**config.mk**
```make
export PLATFORM = sky130hd
export DESIGN_NAME = pipe_hazard_ctrl
export DESIGN_NICKNAME = d
export VERILOG_FILES = /design/src/rtl/pipe_hazard_ctrl_pkg.sv /design/src/rtl/pipe_hazard_ctrl_fwd_match.sv /design/src/rtl/pipe_hazard_ctrl.sv
export SDC_FILE = /design/constraint.sdc
export NUM_CORES = 1
export LEC_CHECK = 0
export BUFFER_PORTS_ARGS = -buffer_cell sky130_fd_sc_hd__buf_4
export CAP_MARGIN = 30
export CORE_ASPECT_RATIO = 0.75
export CORE_UTILIZATION = 40
export DETAILED_ROUTE_END_ITERATION = 16
export HOLD_SLACK_MARGIN = 0.1
export PLACE_DENSITY = 0.69
export SYNTH_ARGS = -nofsm -noshare
export SYNTH_HDL_FRONTEND = slang
export SYNTH_SLANG_ARGS = --single-unit
```
**constraint.sdc**
```tcl
create_clock -name clk -period 2.8 [get_ports clk]
set_input_delay 0.42 -clock clk [delete_from_list [all_inputs] [get_ports clk]]
set_output_delay 0.42 -clock clk [all_outputs]
set_load 0.02 [all_outputs]
```
**src/rtl/pipe_hazard_ctrl_pkg.sv**
```systemverilog
// pipe_hazard_ctrl_pkg: shared register/datapath widths and scoreboard-entry field widths
package pipe_hazard_ctrl_pkg;
  localparam int REG_ADDR_WIDTH = 5;
  localparam int CPU_WIDTH = 64;
  localparam int SB_VALID_W = 1;
  localparam int SB_WEN_W = 1;
  localparam int SB_LOAD_W = 1;
  localparam int SB_READY_W = 1;
  localparam int SB_RD_W = REG_ADDR_WIDTH;
  localparam int SB_DATA_W = CPU_WIDTH;
endpackage

```
**src/rtl/pipe_hazard_ctrl_fwd_match.sv**
```systemverilog
// pipe_fwd_match: youngest-entry priority matcher for one source (i_used/i_addr vs scoreboard -> o_hit/o_hazard/o_data)
module pipe_fwd_match
  import pipe_hazard_ctrl_pkg::*;
#(
  parameter int XLEN = CPU_WIDTH,
  parameter int AW = REG_ADDR_WIDTH,
  parameter int DEPTH = 3
)(
  input  logic                       i_used,
  input  logic [AW-1:0]              i_addr,
  input  logic [DEPTH-1:0]           i_valid,
  input  logic [DEPTH-1:0]           i_wen,
  input  logic [DEPTH-1:0]           i_ready,
  input  logic [DEPTH-1:0][AW-1:0]   i_rd,
  input  logic [DEPTH-1:0][XLEN-1:0] i_data,
  output logic                       o_hit,
  output logic                       o_hazard,
  output logic [XLEN-1:0]            o_data
);
  always_comb begin
    o_hit = 1'b0;
    o_hazard = 1'b0;
    o_data = '0;
    for (int k = DEPTH - 1; k >= 0; k--)
      if (i_used && i_addr != '0 && i_valid[k] && i_wen[k] && i_rd[k] == i_addr) begin
        o_hit = i_ready[k];
        o_hazard = !i_ready[k];
        o_data = i_ready[k] ? i_data[k] : '0;
      end
  end
endmodule

```
**src/rtl/pipe_hazard_ctrl.sv**
```systemverilog
// pipe_hazard_ctrl: scoreboard-based forwarding, load-use stall, redirect flush, write-back and stall counter
module pipe_hazard_ctrl
  import pipe_hazard_ctrl_pkg::*;
#(
  parameter int XLEN = CPU_WIDTH,
  parameter int AW = REG_ADDR_WIDTH,
  parameter int NSRC = 2,
  parameter int DEPTH = 3,
  parameter int LSTAGE = 2,
  parameter int CW = 32
)(
  input  logic                 clk,
  input  logic                 rst,
  input  logic                 id_valid,
  input  logic [NSRC*AW-1:0]   id_rs_addr,
  input  logic [NSRC-1:0]      id_rs_used,
  input  logic [AW-1:0]        id_rd,
  input  logic                 id_wen,
  input  logic                 id_is_load,
  input  logic [XLEN-1:0]      ex_result,
  input  logic                 ex_redirect,
  input  logic                 mem_ready,
  input  logic [XLEN-1:0]      mem_rdata,
  output logic                 stall,
  output logic                 flush,
  output logic [NSRC-1:0]      fwd_hit,
  output logic [NSRC*XLEN-1:0] fwd_data,
  output logic                 wb_wen,
  output logic [AW-1:0]        wb_addr,
  output logic [XLEN-1:0]      wb_data,
  output logic [CW-1:0]        stall_cnt
);
  logic [DEPTH-1:0] r_valid, r_wen, r_load, r_ready, w_ready;
  logic [DEPTH-1:0][AW-1:0] r_rd;
  logic [DEPTH-1:0][XLEN-1:0] r_data, w_data;
  logic [NSRC-1:0] w_hazard;
  logic [CW-1:0] r_stall_cnt;
  logic w_cap;
  always_comb begin
    w_ready = r_ready;
    w_data = r_data;
    w_ready[0] = r_ready[0] | !r_load[0];
    w_data[0] = ex_result;
  end
  for (genvar i = 0; i < NSRC; i++) begin : g_src
    pipe_fwd_match #(.XLEN(XLEN), .AW(AW), .DEPTH(DEPTH)) u_match (
      .i_used(id_rs_used[i]),
      .i_addr(id_rs_addr[i*AW +: AW]),
      .i_valid(r_valid),
      .i_wen(r_wen),
      .i_ready(w_ready),
      .i_rd(r_rd),
      .i_data(w_data),
      .o_hit(fwd_hit[i]),
      .o_hazard(w_hazard[i]),
      .o_data(fwd_data[i*XLEN +: XLEN])
    );
  end
  assign flush = ex_redirect & mem_ready & r_valid[0];
  assign stall = (id_valid & |w_hazard & !flush) | !mem_ready;
  assign w_cap = id_valid & !stall & !flush;
  assign wb_wen = r_valid[DEPTH-1] & r_wen[DEPTH-1] & mem_ready & |r_rd[DEPTH-1];
  assign wb_addr = r_rd[DEPTH-1];
  assign wb_data = r_data[DEPTH-1];
  assign stall_cnt = r_stall_cnt;
  always_ff @(posedge clk) begin
    if (rst) begin
      r_valid <= '0;
      r_wen <= '0;
      r_load <= '0;
      r_ready <= '0;
      r_rd <= '0;
      r_data <= '0;
      r_stall_cnt <= '0;
    end else begin
      if (stall && r_stall_cnt != '1) r_stall_cnt <= r_stall_cnt + 1'b1;
      if (mem_ready) begin
        for (int k = 1; k < DEPTH; k++) begin
          r_valid[k] <= r_valid[k-1];
          r_wen[k] <= r_wen[k-1];
          r_load[k] <= r_load[k-1];
          r_rd[k] <= r_rd[k-1];
          r_data[k] <= (k == LSTAGE && r_load[k-1]) ? mem_rdata : (k == 1) ? ex_result : r_data[k-1];
          r_ready[k] <= (k == LSTAGE && r_load[k-1]) || ((k == 1) ? !r_load[0] : r_ready[k-1]);
        end
        r_valid[0] <= w_cap;
        r_wen[0] <= w_cap & id_wen;
        r_load[0] <= w_cap & id_is_load;
        r_rd[0] <= w_cap ? id_rd : '0;
        r_ready[0] <= 1'b0;
        r_data[0] <= '0;
      end
    end
  end
endmodule

```
---- Yosys cells after proc, flatten, opt, wreduce, memory -nomap -nowiden ----
Cells that the tools add are included.
operators by class
  bitwise operators ....................... 12
  $add $sub $neg .......................... 1
  eq/ne operators ......................... 7
  reduce and logical (&&, ||, !) cells .... 32
  muxes and demuxes ....................... 23
operators with widths
  operator               number
  $mux 64                10
  $add 32x1->32 const B  1
  $ne 32x32->1 const B   1
  $eq 5x5->1             6
  $logic_and 1x1->1      21
  $mux 1                 12
  $and 1x1->1            11
  $reduce_bool 5->1      2
  $logic_not 1->1        6
  $mux 5                 1
  $reduce_or 5->1        1
  $reduce_or 2->1        1
  $logic_or 1x1->1       1
  $or 1x1->1             1
word-level totals
  output and inout bits ................... 234
  logic and storage cells ................. 85
  register bits after elaboration ......... 185

---- Logic depth before layout (Yosys ltp) ----
  depth in word-level cells ............... 16
  mapped depth ............................ 11

---- By module ----
A second synthesis with hierarchy kept.
second synthesis, totals
  cells, all modules ...................... 1387
  area total of the unflattened synthesis .. 11705.0 um^2
by module, submodules not included
  module            sequential area each (um^2)  area an instance (um^2)  cells each  instances
  pipe_hazard_ctrl  3703.6                       7971.4                   841         1
  pipe_fwd_match    0.0                          1866.8                   273         2

---- Worst setup path after synthesis ----
Ideal clock, no wire load.
  kind .................................... input-to-output
  start ................................... input id_rs_addr[6]
  end ..................................... output stall
  setup slack ............................. 0.024 ns
  cell stages on the path ................. 9
  data arrival time ....................... 2.356 ns
  path buffers ............................ 3
  cells stage by stage .................... or4_4 -> o21ai_4 -> nor4_2 -> a211o_1 -> o211a_1 -> buf_6 -> buf_6 -> clkbuf_1 -> inv_1
on the way
  cells in the longest elaborated chain, start to end .. 12
RTL lines
  item                            line                              text
  start: declaration              pipe_hazard_ctrl.sv:15            input logic [NSRC*AW-1:0] id_rs_addr,
  $reduce_bool 5->1               pipe_hazard_ctrl_fwd_match.sv:25  if (i_used && i_addr != '0 && i_valid[k] && i_wen[k] && i_rd[k] == i_addr) begin
  $logic_and 1x1->1 (4 in a row)  pipe_hazard_ctrl_fwd_match.sv:25
  $mux 1 (2 in a row)             pipe_hazard_ctrl_fwd_match.sv:25
  $mux 1 *                        pipe_hazard_ctrl_fwd_match.sv:25
  $reduce_or 2->1 *               pipe_hazard_ctrl.sv:60            assign stall = (id_valid & |w_hazard & !flush) | !mem_ready;
  $and 1x1->1 * (2 in a row)      pipe_hazard_ctrl.sv:60
  $or 1x1->1 *                    pipe_hazard_ctrl.sv:60
  end: declaration                pipe_hazard_ctrl.sv:24            output logic stall,
Mark *: on every way between the ends. The rest lies on a longest branch, timed or not.

---- Worst setup path in the final report ----
  start ................................... register r_rd[5] (netlist bit)
  end ..................................... output fwd_data[66]
on the way
  cells in the longest elaborated chain, start to end .. 4
RTL lines
  item                              line                              text
  start: declaration                pipe_hazard_ctrl.sv:34            logic [DEPTH-1:0][AW-1:0] r_rd;
  start signal: indexed assignment  pipe_hazard_ctrl.sv:82            r_rd[k] <= r_rd[k-1];
  $eq 5x5->1                        pipe_hazard_ctrl_fwd_match.sv:25
  $logic_and 1x1->1                 pipe_hazard_ctrl_fwd_match.sv:25
  $mux 64 (2 in a row)              pipe_hazard_ctrl_fwd_match.sv:25
  end: declaration                  pipe_hazard_ctrl.sv:27            output logic [NSRC*XLEN-1:0] fwd_data,
No other way between the ends.

==> flow_summary.yaml <==
synth:
  synth_cells: 1391
  yosysWarnings: 0
  synth-seq-area-share_pct: 33.0
  yosys.area_share.simple_pct: 18.0
  yosys.area.top_type: "dfxtp_1"
  synth.top_cell.area_share_pct: 33.0
  synth_top_family_by_area: "compound AO/OA/AOI/OAI gates"
  ys_types: 47
  synth_area_per_cell_um2: 8.06
  synth_async_sr_flop_share_pct: 0
  synth-adder-area-share_pct: 0.112
  synth_mux_area_share_pct: 15.4
  synth_seq_cells: 185
  ys.flop_type: "dfxtp_1"
  synth_edf_count: 0
  synth_area_leaders: "dfxtp_1 33%, mux2i_1 15%, a22oi_1 7.4%"
  synth-xor-area-share_pct: 2.34
  synth_fp_nets: 1544
  syn_area_um2: 11200
  synth_compound_area_share_pct: 21.5
layout:
  final_util_pct: 65.6
  drive_gt1_share_pct: 45.4
  seq_area_um2: 3740
  multi_input_area_um2: 7680
  area_growth_pct: 59.4
  final_area_um2: 17900
  finalNetCount: 1902
  antenna_cells: 0
  fillCellCount: 2148
die:
  die_area_um2: 28700
  fp.coreArea_um2: 27300
  io_pins: 386
  fp.dieW_um: 195
  num_rows: 52
  initial_utilization_pct: 41.1
  chipHeight_um: 147
power:
  seq_power_share_pct: 46.4
  p_total_mw: 6.33
  leakage_nw: 7.10
  switching_power_mw: 1.84
  internal_power_mw: 4.48
  clkPwrFrac_pct: 38.2
  powerDensity_nw_per_um2: 354
  netSwitchingFraction_pct: 29.1
  combPwrFrac_pct: 15.3
  vdd_drop_max_v: 0.000373
drt:
  via_per_inst: 5.96
  ant_nets: 0
  num_vias: 12600
  drt_wl_total_um: 48800
  dr.pass1.iters: 7
  drc: 0
  initialDrtViolationCount: 837
  detail_route.wl_per_cell_um: 23.1
sta:
  hold_viol: 0
  tightest_slew_ns: 0.901
  maxSlewHeadroom_pct: 39.9
  fin_ws_ns: -0.242
  slew_viol_final: 0
  period_minus_slack_ns: 3.04
  period_share_pct: 109
  max_freq_mhz: 329
  rsz0062_at_grt: "yes"
  setup_tns_ns: -13.46
  fin_worst_skew_ns: 0.0114
  setup_viol: 142
global_routing:
  grtUsageTotal_pct: 30.5
  grt_pass1_wl_um: 68200
  antenna_found_initial: 0
  grt_pass1_vias: 11900
  gr-total-overflow: 0
  grt_max_degree: 105
place:
  numPortBuffers: 385
  place_ws_ns: -0.0395
  dpl.hpwl_um: 27400
  placed_cell_area_um2: 14300
  place_congestion: 0.920
worst_setup_path:
  crit_required_ns: 2.38
  r2r_slack_ns: -0.12
  worst_r2r_startpoint: "r_rd[4]"
  cp_cell_sequence: "xor2_1 > nor4_1 > nand3_1 > nor4b_4 > buf_6 > buf_6 > clkbuf_16 > a221oi_2 > a21oi_1 > buf_4"
  start_kind: "flip-flop"
  crit-reg2reg-capture: "stall_cnt[5]"
  cp-end-kind: "primary output"
  critPathMostFrequentCell: "buf_6"
  arrival_ns: 2.62
  cpMaxStageDelayCell: "dfxtp_2"
  startpoint: "r_rd[5]"
  reg2regPathDepth: 15
  path_class: "flip-flop to primary output"
  path_max_fanout: 8
  slowest_delay_ns: 0.33
worst_hold_path:
  holdCritPathClass: "input pin to flip-flop"
  min_path_cells: 3
  worstHoldStart: "ex_result[25]"
  hold_end: "r_data[89]"
flow_run:
  maxCapViolations: 0
clock_network:
  root_buffer: "clkbuf_16"
  cts_buffers: 17
  cts_sinks: 185
  clock_latency_ns: 0.44
  cts_buffer_depth: 2
  cts_htree_levels: 4
  cts_tree: "done"
  cts.clk_slew.worst_paths_ns: 0.08
run_status:
  violations: "negative setup slack"
  status: "finished with violations"
cells by family after synthesis:
kind of cell	Yosys count
flip-flops	185
buffers and inverters	206
AND/OR/NAND/NOR	431
adder cells (fa/ha/maj)	1
multiplexers	172
AO/OA/AOI/OAI	366
XOR/XNOR	30
power by group through the flow:
stage / sequential [mW] / combinational, mW / clock, mW
detailed placement: 2.96 / 0.868 / 0
global route: 2.95 / 1.03 / 2.55
global placement: 2.96 / 0.849 / 0
floorplan: 2.92 / 0.551 / 0
finish: 2.94 / 0.971 / 2.42
CTS: 2.91 / 0.905 / 2.45
flip-flops by register name, indices dropped and copies added (netlist names):
register   count
r_data        64
wb_data       64
stall_cnt     32
r_rd          10
wb_addr        5
r_valid        3
r_wen          3
r_load         2
r_ready        2
worst max-delay path: cells and delay by family (launching register included):
family | cells | cell delay, ns
buffers and inverters | 4 | 0.63
AND/OR/NAND/NOR | 3 | 0.73
flip-flops | 1 | 0.33
XOR/XNOR | 1 | 0.15
AO/OA/AOI/OAI | 2 | 0.33
per-layer routing:
layer	part of all wire (%)	track usage [%]
met1	41	37.9
met2	47	49.9
met3	8.5	7.07
met4	4.2	14.7
met5	0	0
per-stage QoR:
step / cells / hold WS (ns)
after CTS: 2086 / 0.206
after floorplan: 1391 / 0.471
final: 2113 / 0.225
after global placement: 1995 / 0.483
after global routing: 2113 / 0.222
after detailed placement: 1996 / 0.496
cell usage in the layout, fill, tap and decap left out, types with 5 or more instances in the layout:
cell and count:
clkbuf_16 31, a21oi_2 14, buf_4 395, nand2_2 6, a211oi_1 66, o21ai_1 58, nor4_4 6, dfxtp_2 6
a221oi_2 14, or3_4 10, mux2_4 6, nand2_1 79, nor3_4 6, buf_12 31, nand3_1 45, dfxtp_4 9
nor2_1 167, mux2i_1 160, a22oi_2 79, dfxtp_1 170, xor2_1 9, a32oi_1 5, and4_1 5, a221oi_4 5
and3_1 8, buf_6 70, a22oi_1 31, buf_16 18, nor2b_1 37, nand4_1 18, or3_1 12, o21ai_2 31
xnor2_1 13, o21ai_0 19, buf_8 8, a21oi_1 28
cell type report:
type / count / share of cell area, %
Sequential cell: 185 / 21.0
Tap cell: 351 / 2.46
Clock inverter: 11 / 0.637
Multi-Input combinational cell: 1000 / 43.0
Inverter: 6 / 0.126
Clock buffer: 21 / 2.52
Timing Repair Buffer: 539 / 30.3
synthesized netlist by cell type, drive strengths merged (8+ instances only):
master and number:
a211oi 66, a21oi 42, a221oi 19, a22oi 110, and3 10, buf 98, clkbuf 102, dfxtp 185
mux2i 165, nand2 86, nand3 49, nand4 18, nor2 168, nor2b 37, nor3 13, nor4 8
o21ai 112, or3 22, xnor2 17, xor2 13
repair_timing:
item                       in CTS  in global routing
resized for setup             283                199
buffers inserted               38                 21
setup endpoints to repair     131                170
cloned                         21                 14
hold buffers                    0                  0
pin swaps                      39                132
hold endpoints to repair        0                  0
how the worst max path moves through the flow:
| stage | endpoint | slack (ns) | depth (start not counted) |
|---|---|---|---|
| final | fwd_data[66] | -0.24 | 10 |
| after global routing | fwd_data[80] | -0.31 | 11 |
| after CTS | fwd_data[125] | -0.16 | 9 |
| after detailed placement | stall_cnt[7] | -0.04 | 10 |
| after global placement | stall_cnt[17] | -0.06 | 10 |
| after floorplan | stall | 0.02 | 9 |
No activity file was read; power rests on OpenSTA's default activity.
